File: src/rtl/multicycle_control_unit_if.sv
// Data-path <-> main-control bundle: instruction fields and Zero in, control strobes out.
// Latency: none, plain wires.
// Backpressure: none; strobes are sampled by the data path every clk_dp edge.
interface multicycle_control_unit_if;
  logic [5:0] op;
  logic [5:0] funct;
  logic       Zero;
  logic       IorD;
  logic       MemWrite;
  logic       IRWrite;
  logic       RegWrite;
  logic       PCSrc;
  logic       ALUSrcA;
  logic       MemtoReg;
  logic       RegDst;
  logic       PCene;
  logic [1:0] ALUSrcB;
  logic [2:0] ALUSControl;

  // Control unit side
  modport master (
    input  op, funct, Zero,
    output IorD, MemWrite, IRWrite, RegWrite, PCSrc, ALUSrcA, MemtoReg,
           RegDst, PCene, ALUSrcB, ALUSControl
  );

  // Data-path side
  modport slave (
    output op, funct, Zero,
    input  IorD, MemWrite, IRWrite, RegWrite, PCSrc, ALUSrcA, MemtoReg,
           RegDst, PCene, ALUSrcB, ALUSControl
  );
endinterface

File: src/rtl/multicycle_control_unit.sv
// Multicycle MIPS main-control FSM + ALU decoder with retired-instruction counter.
// Latency: strobes follow the current state (Zero/funct pass through combinationally).
// Backpressure: none; advances one state per clk_dp edge, reset zeroes every strobe.
module multicycle_control_unit #(
  parameter int CNT_W = 32
) (
  input  logic                      clk_dp,
  input  logic                      rst,
  multicycle_control_unit_if.master dp,
  output logic                      instr_done,
  output logic [CNT_W-1:0]          instr_count,
  output logic [3:0]                state_o
);

  typedef enum logic [3:0] {
    S_FETCH  = 4'd0,
    S_DECODE = 4'd1,
    S_MEMADR = 4'd2,
    S_MEMRD  = 4'd3,
    S_MEMWB  = 4'd4,
    S_MEMWR  = 4'd5,
    S_EXEC   = 4'd6,
    S_ALUWB  = 4'd7,
    S_BRANCH = 4'd8,
    S_ADDIEX = 4'd9,
    S_ADDIWB = 4'd10
  } state_e;

  localparam logic [5:0] OP_RTYPE = 6'b000000;
  localparam logic [5:0] OP_LW    = 6'b100011;
  localparam logic [5:0] OP_SW    = 6'b101011;
  localparam logic [5:0] OP_BEQ   = 6'b000100;
  localparam logic [5:0] OP_ADDI  = 6'b001000;

  localparam logic [2:0] ALU_ADD = 3'b010;
  localparam logic [2:0] ALU_SUB = 3'b110;
  localparam logic [2:0] ALU_AND = 3'b000;
  localparam logic [2:0] ALU_OR  = 3'b001;
  localparam logic [2:0] ALU_SLT = 3'b111;

  typedef struct packed {
    logic       iord;
    logic       mem_write;
    logic       ir_write;
    logic       reg_write;
    logic       pc_src;
    logic       alu_src_a;
    logic       mem_to_reg;
    logic       reg_dst;
    logic       pc_en;
    logic [1:0] alu_src_b;
    logic [2:0] alu_ctl;
    logic       done;
  } ctl_t;

  // State kept as a plain vector so illegal codes 11..15 are representable.
  logic [3:0]       state_q, state_d;
  logic [CNT_W-1:0] count_q, count_d;
  ctl_t             ctl, ctl_o;
  logic [2:0]       rtype_alu;

  // R-type funct decode; unknown funct falls back to add
  always_comb begin
    rtype_alu = ALU_ADD;
    case (dp.funct)
      6'b100000: rtype_alu = ALU_ADD;
      6'b100010: rtype_alu = ALU_SUB;
      6'b100100: rtype_alu = ALU_AND;
      6'b100101: rtype_alu = ALU_OR;
      6'b101010: rtype_alu = ALU_SLT;
      default:   rtype_alu = ALU_ADD;
    endcase
  end

  // Next-state and per-state strobes; unlisted strobes stay 0
  always_comb begin
    ctl     = '0;
    state_d = S_FETCH;
    case (state_q)
      S_FETCH: begin
        ctl.ir_write  = 1'b1;
        ctl.alu_src_b = 2'b01;
        ctl.alu_ctl   = ALU_ADD;
        ctl.pc_en     = 1'b1;
        state_d       = S_DECODE;
      end
      S_DECODE: begin
        // Branch target is computed here speculatively into ALUOut
        ctl.alu_src_b = 2'b11;
        ctl.alu_ctl   = ALU_ADD;
        case (dp.op)
          OP_LW, OP_SW: state_d = S_MEMADR;
          OP_RTYPE:     state_d = S_EXEC;
          OP_BEQ:       state_d = S_BRANCH;
          OP_ADDI:      state_d = S_ADDIEX;
          default:      state_d = S_FETCH;  // unsupported op retires as a silent NOP
        endcase
      end
      S_MEMADR: begin
        ctl.alu_src_a = 1'b1;
        ctl.alu_src_b = 2'b10;
        ctl.alu_ctl   = ALU_ADD;
        state_d       = (dp.op == OP_SW) ? S_MEMWR : S_MEMRD;
      end
      S_MEMRD: begin
        ctl.iord = 1'b1;
        state_d  = S_MEMWB;
      end
      S_MEMWB: begin
        ctl.mem_to_reg = 1'b1;
        ctl.reg_write  = 1'b1;
        ctl.done       = 1'b1;
      end
      S_MEMWR: begin
        ctl.iord      = 1'b1;
        ctl.mem_write = 1'b1;
        ctl.done      = 1'b1;
      end
      S_EXEC: begin
        ctl.alu_src_a = 1'b1;
        ctl.alu_ctl   = rtype_alu;
        state_d       = S_ALUWB;
      end
      S_ALUWB: begin
        ctl.reg_dst   = 1'b1;
        ctl.reg_write = 1'b1;
        ctl.done      = 1'b1;
      end
      S_BRANCH: begin
        ctl.alu_src_a = 1'b1;
        ctl.alu_ctl   = ALU_SUB;
        ctl.pc_src    = 1'b1;
        ctl.pc_en     = dp.Zero;
        ctl.done      = 1'b1;  // retires whether or not the branch is taken
      end
      S_ADDIEX: begin
        ctl.alu_src_a = 1'b1;
        ctl.alu_src_b = 2'b10;
        ctl.alu_ctl   = ALU_ADD;
        state_d       = S_ADDIWB;
      end
      S_ADDIWB: begin
        ctl.reg_write = 1'b1;
        ctl.done      = 1'b1;
      end
      default: begin
        ctl     = '0;
        state_d = S_FETCH;
      end
    endcase
  end

  // Reset gates the strobes immediately, before the state register sees an edge
  assign ctl_o = rst ? ctl : '0;

  assign dp.IorD        = ctl_o.iord;
  assign dp.MemWrite    = ctl_o.mem_write;
  assign dp.IRWrite     = ctl_o.ir_write;
  assign dp.RegWrite    = ctl_o.reg_write;
  assign dp.PCSrc       = ctl_o.pc_src;
  assign dp.ALUSrcA     = ctl_o.alu_src_a;
  assign dp.MemtoReg    = ctl_o.mem_to_reg;
  assign dp.RegDst      = ctl_o.reg_dst;
  assign dp.PCene       = ctl_o.pc_en;
  assign dp.ALUSrcB     = ctl_o.alu_src_b;
  assign dp.ALUSControl = ctl_o.alu_ctl;
  assign instr_done     = ctl_o.done;
  assign instr_count    = count_q;
  assign state_o        = state_q;

  // Retired-instruction count, wraps naturally at 2^CNT_W
  always_comb begin
    count_d = count_q + CNT_W'(ctl_o.done);
  end

  // State and counter registers
  always_ff @(posedge clk_dp or negedge rst) begin
    if (!rst) begin
      state_q <= S_FETCH;
      count_q <= '0;
    end else begin
      state_q <= state_d;
      count_q <= count_d;
    end
  end

endmodule

File: src/flat_wrapper.sv
// flat-port wrapper written by rule: the top's interface ports become plain ports
module multicycle_control_unit_flat 
#(
  parameter int CNT_W = 32
)
  (clk_dp, rst, instr_done, instr_count, state_o, dp_op, dp_funct, dp_Zero, dp_IorD, dp_MemWrite, dp_IRWrite, dp_RegWrite, dp_PCSrc, dp_ALUSrcA, dp_MemtoReg, dp_RegDst, dp_PCene, dp_ALUSrcB, dp_ALUSControl);
  multicycle_control_unit_if dp_i ();
  input  logic clk_dp;
  input  logic rst;
  output logic instr_done;
  output logic [CNT_W-1:0] instr_count;
  output logic [3:0] state_o;
  input wire logic [$bits(dp_i.op)-1:0] dp_op;
  input wire logic [$bits(dp_i.funct)-1:0] dp_funct;
  input wire logic [$bits(dp_i.Zero)-1:0] dp_Zero;
  output wire logic [$bits(dp_i.IorD)-1:0] dp_IorD;
  output wire logic [$bits(dp_i.MemWrite)-1:0] dp_MemWrite;
  output wire logic [$bits(dp_i.IRWrite)-1:0] dp_IRWrite;
  output wire logic [$bits(dp_i.RegWrite)-1:0] dp_RegWrite;
  output wire logic [$bits(dp_i.PCSrc)-1:0] dp_PCSrc;
  output wire logic [$bits(dp_i.ALUSrcA)-1:0] dp_ALUSrcA;
  output wire logic [$bits(dp_i.MemtoReg)-1:0] dp_MemtoReg;
  output wire logic [$bits(dp_i.RegDst)-1:0] dp_RegDst;
  output wire logic [$bits(dp_i.PCene)-1:0] dp_PCene;
  output wire logic [$bits(dp_i.ALUSrcB)-1:0] dp_ALUSrcB;
  output wire logic [$bits(dp_i.ALUSControl)-1:0] dp_ALUSControl;
  assign dp_i.op = dp_op;
  assign dp_i.funct = dp_funct;
  assign dp_i.Zero = dp_Zero;
  assign dp_IorD = dp_i.IorD;
  assign dp_MemWrite = dp_i.MemWrite;
  assign dp_IRWrite = dp_i.IRWrite;
  assign dp_RegWrite = dp_i.RegWrite;
  assign dp_PCSrc = dp_i.PCSrc;
  assign dp_ALUSrcA = dp_i.ALUSrcA;
  assign dp_MemtoReg = dp_i.MemtoReg;
  assign dp_RegDst = dp_i.RegDst;
  assign dp_PCene = dp_i.PCene;
  assign dp_ALUSrcB = dp_i.ALUSrcB;
  assign dp_ALUSControl = dp_i.ALUSControl;
  multicycle_control_unit #(.CNT_W(CNT_W)) u_core (.clk_dp(clk_dp), .rst(rst), .dp(dp_i), .instr_done(instr_done), .instr_count(instr_count), .state_o(state_o));
endmodule
File: config.mk
export PLATFORM = sky130hd
export DESIGN_NAME = multicycle_control_unit_flat
export DESIGN_NICKNAME = d
export VERILOG_FILES = /design/src/rtl/multicycle_control_unit_if.sv /design/src/rtl/multicycle_control_unit.sv /design/src/flat_wrapper.sv
export SDC_FILE = /design/constraint.sdc
export NUM_CORES = 1
export LEC_CHECK = 0
export CORE_UTILIZATION = 40
export CTS_CLUSTER_SIZE = 30
export DETAILED_ROUTE_END_ITERATION = 8
export PLACE_DENSITY = 0.72
export SYNTH_ARGS = -nofsm -noshare
export SYNTH_HDL_FRONTEND = slang
export SYNTH_SLANG_ARGS = --single-unit
File: constraint.sdc
create_clock -name clk_dp -period 6.3 [get_ports clk_dp]
set_input_delay 1.26 -clock clk_dp [delete_from_list [all_inputs] [get_ports clk_dp]]
set_output_delay 1.26 -clock clk_dp [all_outputs]
set_load 0.02 [all_outputs]
==> results of run 1 <==
==> per-stage QoR <==
| stage | hold slack [ns] | util (%) | area [um2] | total power [mW] |
|---|---|---|---|---|
| after floorplan | 0.582 | - | 1930 | 0.377 |
| after global placement | 0.465 | 58.0 | 2610 | 0.457 |
| after detailed placement | 0.467 | 58.0 | 2610 | 0.459 |
| after CTS | 0.481 | 60.0 | 2700 | 0.625 |
| after global routing | 0.499 | 60.0 | 2700 | 0.654 |
| final | 0.477 | 60.0 | 2700 | 0.619 |
==> layout make-up <==
| class | count | share of cell area, % |
|---|---|---|
| clock buffer | 8 | 3.33 |
| tap | 52 | 2.41 |
| timing repair buffer | 66 | 24.2 |
| sequential | 36 | 33.3 |
| inverter | 4 | 0.556 |
| multi-input combinational | 154 | 36.2 |
==> final timing paths <==
| kind | end | slack, ns | depth (start not counted) |
|---|---|---|---|
| setup reg to reg | u_core.instr_count[28] | 3.38 | 10 |
| min in group asynchronous | u_core.instr_count[15] | 0.84 | 1 |
| max in group asynchronous | u_core.instr_count[23] | 4.80 | 2 |
| setup / recovery | dp_ALUSControl[1] | 2.11 | 5 |
| hold reg to reg | u_core.instr_count[31] | 0.48 | 1 |
| hold / removal | u_core.instr_count[31] | 0.48 | 1 |
==> power by group through the flow <==
stage / registers, mW / logic, mW / clock network (mW)
after detailed placement: 0.281 / 0.179 / 0
final: 0.277 / 0.178 / 0.164
after floorplan: 0.284 / 0.0929 / 0
after global routing: 0.281 / 0.191 / 0.182
after global placement: 0.280 / 0.177 / 0
after CTS: 0.277 / 0.180 / 0.169
==> cell families after synthesis <==
logic type | count (synthesis)
buffers and inverters | 11
and+or+nand+nor | 102
adders and majority gates | 2
AOI/OAI and AO/OA | 17
muxes | 1
DFF | 36
xor gates and xnor gates | 32
==> synthesized netlist by cell type (all sizes together), types with 4 or more instances <==
cell   number  share of area, %
buf         4               1.6
dfrtp      36                47
inv         4              0.78
nand2      16               3.1
nand3      23               6.0
nand4      11               3.6
nor2       18               3.5
nor2b       4               1.3
nor3        8               2.1
o21ai       4               1.0
xnor2      29                13
==> cell usage in the layout, fill, tap and decap left out <==
| cell | n |
|---|---|
| xnor2_1 | 29 |
| a22oi_1 | 1 |
| inv_1 | 4 |
| o211a_1 | 1 |
| and4_1 | 3 |
| and4bb_2 | 1 |
| o22ai_1 | 1 |
| or4_1 | 2 |
| nor3_1 | 8 |
| nand2_1 | 16 |
| clkbuf_1 | 2 |
| o32a_1 | 1 |
| nor2_1 | 18 |
| buf_4 | 1 |
| o21ai_0 | 4 |
| ha_1 | 2 |
| o21a_1 | 1 |
| o221a_2 | 1 |
| a31oi_1 | 2 |
| a21oi_1 | 2 |
| xor2_1 | 3 |
| nor4_1 | 2 |
| and3_1 | 3 |
| buf_2 | 1 |
| nand3_1 | 23 |
| nor4bb_1 | 1 |
| mux2_2 | 1 |
| clkbuf_8 | 6 |
| nand4b_1 | 3 |
| a21o_1 | 1 |
| nand4_1 | 11 |
| o21bai_1 | 2 |
| nand2b_1 | 2 |
| and2_1 | 3 |
| nor2b_1 | 4 |
| dfrtp_1 | 36 |
| or2b_1 | 1 |
| clkdlybuf4s50_1 | 64 |
| or2_2 | 1 |
==> worst max-delay path, delay by kind of cell <==
family | cells | cell delay [ns]
buffers and inverters | 2 | 0.99
AOI/OAI and AO/OA | 2 | 0.42
and+or+nand+nor | 1 | 0.25
==> sequential cells by signal, summed over array words and instances, names as in the netlist <==
signal,cells
u_core.state_o,4
u_core.instr_count,32
==> per-layer routing <==
layer / routed length [um] / vias up / share of wire, % / track usage, %
met4: 53 / 0 / 1.2 / 6.75
li1: - / 845 / - / -
met5: 0 / - / 0 / 0
met3: 135 / 5 / 3.0 / 3.52
met2: 2070 / 38 / 47 / 29.9
met1: 2170 / 854 / 49 / 26.1
==> out/metrics.cfg, run 1 <==
[placed_design]
post-place-ws_ns=2.12
hpwlAfterDp_um=3270
dp_cells=312
io_buffers=65
gp_congestion=0.755

[route]
drt-initial-drc-count=52
ant_nets=0
vias=1742
detail_route.first_pass.iterations=4
drc_errors=0
viasPerCell=5.44
routedWlPerCell_um=13.9
routed_wirelength_um=4430

[power_and_ir_drop]
total_leakage_power_nw=1.05
vdd_drop_max_v=0.000130
p_int_uw=422
power_density_mw_per_mm2=229
combinationalPowerShare_pct=28.8
seqPwrFrac_pct=44.7
p_sw_share_pct=31.8
power_frac_clock_pct=26.5
p_sw_uw=197

[synthesis]
syn-mean-instance-area_um2=9.62
synthFlopType=dfrtp_1
synth_area_mm2=0.00193
ys_warn_count=0
synth_top_family_by_area=simple AND/OR/NAND/NOR gates
synth_cells=201
synthMuxAreaShare_pct=0.582
synth-xor-area-share_pct=14.5
ys_ff_latch=36
synthDistinctLibCells=36
synth_edf_count=0
ys_seq_area_share_pct=46.6
synth_compound_area_share_pct=6.08
synth_fa_ha_area_share_pct=1.29
yosys.area_share.simple_pct=28.1
syn-num-nets=218
postSynth.asyncResetShare_pct=100

[sta]
finalCritPeriodShare_pct=66.6
period_minus_slack_ns=4.19
finalWorstSetupSlack_ns=2.11
fmax_mhz=238
setup_tns_ns=0
hold_violations=0
rsz0062_at_grt=no
fin_skew_ns=0.00506
slew_violations=0
setup_viol=0
tightestPinTransition_ns=0.864
maxSlewHeadroom_pct=42.2

[clocking]
htree_levels=2
cts-root-buf=clkbuf_8
path_clk_slew_ns=0.06
cts_resized=0
cts-buffers-inserted=5
clock_latency_ns=0.28
cts_tree=done
cts_setup_buffers=0
clockBufferDepth=2
cts-hold-fix-buffers=0
cts_num_sinks=36

[setup_path]
worstReg2RegStart=u_core.state_o[3]
slowest_delay_ns=0.54
path_cells=clkdlybuf4s50_1 > nor2b_1 > a31oi_1 > o221a_2 > clkdlybuf4s50_1
path_max_fanout=4
cpMostUsedCell=clkdlybuf4s50_1
startpoint_type=primary input
worst-setup-path-type=in -> out
crit_arrival_ns=2.93
crit_start=dp_funct[5]
cpMaxStageDelayCell=clkdlybuf4s50_1
crit_required_ns=5.04
endpoint_kind=primary output

[finish]
layout-drive-gt1-share_pct=4.48
fill_cells=389
ff_latch_area_um2=901
diodes=0
multiInputGateArea_um2=977
area_growth_pct=39.7
fin_nets=284
stdcell_count=320

[hold_path]
hold_path.class=reg -> reg
hold_path.startpoint=u_core.instr_count[31]

[grt]
antenna_found_initial=0
grt_pass1_vias=1666
grt_first_pass_wirelength_um=7650
grt.total_usage_pct=18.9
grt_max_degree=34
grt.overflow.total=0

[flow_run]
maxCapViolCount=0

[floorplan]
die_h_um=71.5
die_x_um=71.5
die_area_mm2=0.00512
ios=66
core_mm2=0.00450
rows=24
start_util_pct=42.9

[status]
status=complete, no violations

No activity file was read; power rests on OpenSTA's default activity.
==> inputs of run 2 (changes only) <==
--- a/config.mk
+++ b/config.mk
@@ -8,7 +8,7 @@
 export CORE_UTILIZATION = 40
 export CTS_CLUSTER_SIZE = 30
 export DETAILED_ROUTE_END_ITERATION = 8
-export PLACE_DENSITY = 0.72
+export PLACE_DENSITY = 0.75
 export SYNTH_ARGS = -nofsm -noshare
 export SYNTH_HDL_FRONTEND = slang
 export SYNTH_SLANG_ARGS = --single-unit
==> constraint.sdc (replaced) <==
create_clock -name clk_dp -period 3.8 [get_ports clk_dp]
set_input_delay 0.76 -clock clk_dp [delete_from_list [all_inputs] [get_ports clk_dp]]
set_output_delay 0.76 -clock clk_dp [all_outputs]
set_load 0.02 [all_outputs]
==> run 2 against run 1 <==
Against the previous run: worst hold slack worse by 0.11 ns; first-iteration DRC count is 25% higher; sequential share of layout area is 0.18 points lower; global-route usage is 0.17 points higher; largest cell class unchanged.
==> out/metrics.cfg, run 2 (same netlist as run 1, synthesis figures left out) <==
[setup_path]
cpMostUsedCell=clkdlybuf4s50_1
worst-setup-path-type=in -> out
crit_arrival_ns=2.46  ; -0.47 ns
cp_top_family=buffers and inverters
endpoint_kind=primary output
crit_buf_inv=2  ; unchanged
startpoint_type=primary input
path_cells=clkdlybuf4s50_1 > nor2b_1 > a31oi_1 > o221a_2 > clkdlybuf4s50_1
worstReg2RegStart=u_core.state_o[2]
crit_start=dp_funct[5]
slowest_delay_ns=0.55  ; about the same
path_max_fanout=4  ; unchanged
cpMaxStageDelayCell=clkdlybuf4s50_1
crit_required_ns=3.04  ; -2.00 ns

[grt]
grt.overflow.total=0  ; unchanged
grt_max_degree=29  ; -15%
grt.total_usage_pct=19.1  ; +0.17 points
grt_first_pass_wirelength_um=7700  ; +0.72%
grt_pass1_vias=1670  ; +0.24%
antenna_found_initial=0  ; unchanged

[finish]
layout-drive-gt1-share_pct=5.19  ; +0.71 points
stdcell_area_mm2=0.00272  ; +0.56%
largest_reg_flops=32  ; unchanged
diodes=0  ; unchanged
final_cell_mix=clkdlybuf4s50_1, dfrtp_1, xnor2_1
area_growth_pct=40.4
layout_commonest_cell=clkdlybuf4s50_1
fill_cells=398  ; +2.3%
fin_nets=286  ; +0.70%

[route]
drt-initial-drc-count=65  ; +25%
routedWlPerCell_um=13.8  ; about the same
ant_nets=0  ; unchanged
vias=1722  ; -1.1%
routed_wirelength_um=4460  ; +0.54%
viasPerCell=5.35  ; -1.8%
drc_errors=0  ; unchanged
detail_route.first_pass.iterations=4  ; unchanged

[clocking]
cts_tree=done
cts_num_sinks=36  ; unchanged
cts-root-buf=clkbuf_8
clockBufferDepth=2  ; unchanged
htree_levels=2  ; unchanged
cts-buffers-inserted=5  ; unchanged
cts-hold-fix-buffers=0  ; unchanged
cts_setup_buffers=0  ; unchanged
cts_resized=0  ; unchanged
clock_latency_ns=0.28  ; about the same
path_clk_slew_ns=0.07  ; about the same

[sta]
slew_violations=0  ; unchanged
fin_skew_ns=0.00598  ; +0.000922 ns
rsz0062_at_grt=no
fmax_mhz=311
tightestPinTransition_ns=0.494  ; -0.370 ns
setup_viol=0  ; unchanged
setup_tns_ns=0  ; unchanged
hold_violations=0  ; unchanged
finalCritPeriodShare_pct=84.7
maxSlewHeadroom_pct=66.9  ; +25 points
period_minus_slack_ns=3.22

[floorplan]
die_h_um=71.5  ; unchanged
ios=66  ; unchanged
core_mm2=0.00450  ; unchanged
start_util_pct=42.9  ; unchanged
die_area_mm2=0.00512  ; unchanged
die_x_um=71.5  ; unchanged
rows=24  ; unchanged

[flow_run]
maxCapViolCount=0  ; unchanged

[placed_design]
placed_area_mm2=0.00263  ; +0.58%
hpwlAfterDp_um=3310  ; +1.1%
gp_congestion=0.810  ; +7.3%
io_buffers=65  ; unchanged

[status]
status=complete, no violations

[power_and_ir_drop]
total_leakage_power_nw=1.06  ; +1.0%
power_density_mw_per_mm2=380  ; +66%
power_mw=1.03  ; +67%
vdd_drop_max_v=0.000290  ; +120%

[hold_path]
hold_path.class=in -> async

-- run 2: changes by cell type in the layout (fill, tap and decap cells not counted), sizes merged --
cell  delta
buf      +2
-- run 2: layout make-up --
type	count	area [um2]	area share, %
inverter	4	15.0	0.553
sequential	36	901	33.2
clock buffer	8	90.1	3.32
multi-input combinational	154	977	36.0
tap	52	65.1	2.40
timing repair buffer	68	668	24.6
-- run 2: path summary, 6_finish.rpt --
path                                          end  slack (ns)  cells after the start
setup / recovery                dp_ALUSControl[1]        0.58                      5
hold / removal             u_core.instr_count[15]        0.37                      1
setup reg to reg           u_core.instr_count[20]        1.32                     11
hold reg to reg            u_core.instr_count[31]        0.48                      1
max in group asynchronous   u_core.instr_count[9]        2.77                      2
min in group clk_dp        u_core.instr_count[31]        0.48                      1
-- run 2: worst register-to-register path, cell delays in order, from the launching register on --
cell	delay (ns)
dfrtp_1	0.50
nand2b_1	0.26
nor2_1	0.12
a21oi_1	0.06
nor2b_1	0.17
ha_1	0.25
ha_1	0.24
nand3_1	0.14
nor2_1	0.13
buf_4	0.19
nand4_1	0.13
xnor2_1	0.16
-- run 2: stage by stage --
step | hold slack [ns] | std cells | utilization [%] | setup WS (ns)
4_1_cts | 0.370 | 322 | 60.3 | 0.579
2_1_floorplan | 0.464 | 201 | - | 1.03
6_report | 0.369 | 322 | 60.3 | 0.581
3_3_place_gp | 0.470 | 314 | 58.3 | 0.690
3_5_place_dp | 0.466 | 314 | 58.3 | 0.584
5_1_grt | 0.379 | 322 | 60.3 | 0.492
-- run 2: report_power, final --
| part | total [mW] | switching, mW | internal, mW |
|---|---|---|---|
| clock network | 0.277 | 0.130 | 0.148 |
| registers | 0.460 | 0.0514 | 0.409 |
| logic | 0.294 | 0.151 | 0.142 |
-- run 2: metal layers --
| metal | up-vias | GRT usage, % | wire (um) |
|---|---|---|---|
| met3 | 7 | 3.94 | 219 |
| li1 | 846 | - | - |
| met1 | 819 | 24.9 | 2040 |
| met5 | - | 0 | 0 |
| met2 | 50 | 32.1 | 2140 |
| met4 | 0 | 5.88 | 57 |
==> inputs of run 3 (changes only) <==
--- a/config.mk
+++ b/config.mk
@@ -8,7 +8,7 @@
 export CORE_UTILIZATION = 40
 export CTS_CLUSTER_SIZE = 30
 export DETAILED_ROUTE_END_ITERATION = 8
-export PLACE_DENSITY = 0.75
+export PLACE_DENSITY = 0.72
 export SYNTH_ARGS = -nofsm -noshare
 export SYNTH_HDL_FRONTEND = slang
 export SYNTH_SLANG_ARGS = --single-unit
==> constraint.sdc (replaced) <==
create_clock -name clk_dp -period 3.2 [get_ports clk_dp]
set_input_delay 0.64 -clock clk_dp [delete_from_list [all_inputs] [get_ports clk_dp]]
set_output_delay 0.64 -clock clk_dp [all_outputs]
set_load 0.02 [all_outputs]
==> run 3 against run 2 <==
Against the previous run: core utilization up 0.22 points; clock skew increased by 0.0048 ns; critical path depth unchanged; worst hold slack better by 0.045 ns; clock power up 19%; sequential share of layout area fell by 0.12 points; via count up 0.12%; die area unchanged; critical path type is now reg -> out; critical endpoint is now dp_RegWrite; highest routed layer unchanged.
==> out/metrics.cfg, run 3 (same netlist as run 1, synthesis figures left out) <==
[finish]
fin_util_pct=60.5  ; +0.22 points
largest_reg_flops=32  ; unchanged
final_cell_mix=clkdlybuf4s50_1, dfrtp_1, xnor2_1
fin_nets=287  ; +0.35%
fill_cells=387  ; -2.8%
layout_commonest_cell=clkdlybuf4s50_1
stdcell_area_mm2=0.00273  ; +0.37%
layout-drive-gt1-share_pct=6.27  ; +1.1 points
diodes=0  ; unchanged
area_growth_pct=40.9

[power_and_ir_drop]
power_frac_clock_pct=26.9  ; about the same
power_mw=1.23  ; +19%
combinationalPowerShare_pct=28.7  ; +0.2 points
power_density_mw_per_mm2=451  ; +19%
total_leakage_power_nw=1.07  ; +0.96%
p_int_uw=826  ; +18%
seqPwrFrac_pct=44.4  ; -0.2 points
p_sw_share_pct=32.7  ; +0.50 points
vdd_drop_max_v=0.000248  ; -15%
p_sw_uw=402  ; +21%

[placed_design]
hpwlAfterDp_um=3320  ; +0.47%
gp_congestion=0.757  ; -6.5%
io_buffers=65  ; unchanged
placed_area_mm2=0.00263  ; +0.29%
post-place-ws_ns=0.289  ; -0.295 ns

[sta]
setup_tns_ns=0  ; unchanged
finalWorstSetupSlack_ns=0.276  ; -0.305 ns
period_minus_slack_ns=2.92
finalCritPeriodShare_pct=91.4
hold_violations=0  ; unchanged
setup_viol=0  ; unchanged
fin_skew_ns=0.0107  ; +0.00476 ns
slew_violations=0  ; unchanged
tightestPinTransition_ns=0.532  ; +0.0377 ns
fmax_mhz=342
maxSlewHeadroom_pct=64.4  ; -2.5 points
rsz0062_at_grt=no

[clocking]
htree_levels=2  ; unchanged
cts_num_sinks=36  ; unchanged
cts-buffers-inserted=5  ; unchanged
cts-root-buf=clkbuf_8
cts_setup_buffers=0  ; unchanged
cts_resized=0  ; unchanged
clockBufferDepth=2  ; unchanged
clock_latency_ns=0.29  ; about the same
cts-hold-fix-buffers=0  ; unchanged
path_clk_slew_ns=0.06  ; about the same
cts_tree=done

[grt]
grt_pass1_vias=1621  ; -2.9%
grt.total_usage_pct=18.4  ; -0.65 points
grt.overflow.total=0  ; unchanged
antenna_found_initial=0  ; unchanged
grt_max_degree=26  ; -10%
grt_first_pass_wirelength_um=7450  ; -3.3%

[route]
drc_errors=0  ; unchanged
ant_nets=0  ; unchanged
viasPerCell=5.34  ; -0.19%
vias=1724  ; +0.12%
routed_wirelength_um=4510  ; +1.1%
detail_route.first_pass.iterations=4  ; unchanged
drt-initial-drc-count=77  ; +18%
routedWlPerCell_um=13.9  ; +0.76%

[floorplan]
die_h_um=71.5  ; unchanged
die_x_um=71.5  ; unchanged
rows=24  ; unchanged
ios=66  ; unchanged
core_mm2=0.00450  ; unchanged
start_util_pct=42.9  ; unchanged
die_area_mm2=0.00512  ; unchanged

[setup_path]
path_max_fanout=12  ; +8
startpoint_type=register
crit_arrival_ns=2.28  ; -0.18 ns
crit_required_ns=2.56  ; -0.48 ns
endpoint_kind=primary output
worst-setup-path-type=reg -> out

[flow_run]
maxCapViolCount=0  ; unchanged

[hold_path]
hold_path.class=in -> async

[status]
status=complete, no violations

-- run 3: changes by cell type in the layout (fill, tap and decap cells not counted), sizes merged --
| cell | delta |
|---|---|
| clkbuf | -2 |
| clkinv | +2 |
| buf | +1 |
-- run 3: critical path: stages (launching register included) --
cell and delay (ns):
dfrtp_1 0.54, or2b_1 0.31, mux2_2 0.27, o22ai_1 0.13
and2_1 0.14, clkdlybuf4s50_1 0.60
-- run 3: layer usage --
metal | track usage, % | vias up | wire [um] | share of wire [%]
met3 | 3.94 | 2 | 136 | 3.0
met5 | 0 | - | 0 | 0
met2 | 30.1 | 34 | 2210 | 49
met4 | 5.66 | 0 | 15 | 0.33
li1 | - | 848 | - | -
met1 | 24.7 | 840 | 2150 | 48
-- run 3: final timing paths --
| path | end | start | cells past startpoint | slack [ns] |
|---|---|---|---|---|
| setup / recovery | dp_RegWrite | u_core.state_o[2] | 5 | 0.28 |
| hold / removal | u_core.instr_count[2] | rst | 2 | 0.41 |
| setup reg to reg | u_core.instr_count[18] | u_core.state_o[2] | 11 | 0.75 |
| hold reg to reg | u_core.instr_count[31] | u_core.instr_count[31] | 1 | 0.49 |
| max in group asynchronous | u_core.instr_count[4] | rst | 2 | 2.48 |
| min in group clk_dp | u_core.instr_count[31] | u_core.instr_count[31] | 1 | 0.49 |
-- run 3: final cells by class --
cell class                 instances  area, um2  area share, %
clock buffer                       6       82.6           3.03
sequential                        36        901           33.0
timing repair buffer              69        676           24.8
clock inverter                     2       10.0          0.367
tap                               52       65.1           2.39
multi-input combinational        154        977           35.8
inverter                           4       15.0          0.551
-- run 3: power groups by stage --
stage / Sequential (mW) / Combinational, mW / Clock (mW)
6_report: 0.546 / 0.352 / 0.330
5_1_grt: 0.554 / 0.377 / 0.354
4_1_cts: 0.545 / 0.355 / 0.343
3_5_place_dp: 0.553 / 0.353 / 0
3_3_place_gp: 0.553 / 0.349 / 0
2_1_floorplan: 0.558 / 0.183 / 0
-- run 3: per-stage QoR --
step,instances,hold slack [ns]
2_1_floorplan,201,0.344
3_3_place_gp,315,0.465
3_5_place_dp,315,0.470
4_1_cts,323,0.400
5_1_grt,323,0.431
6_report,323,0.414
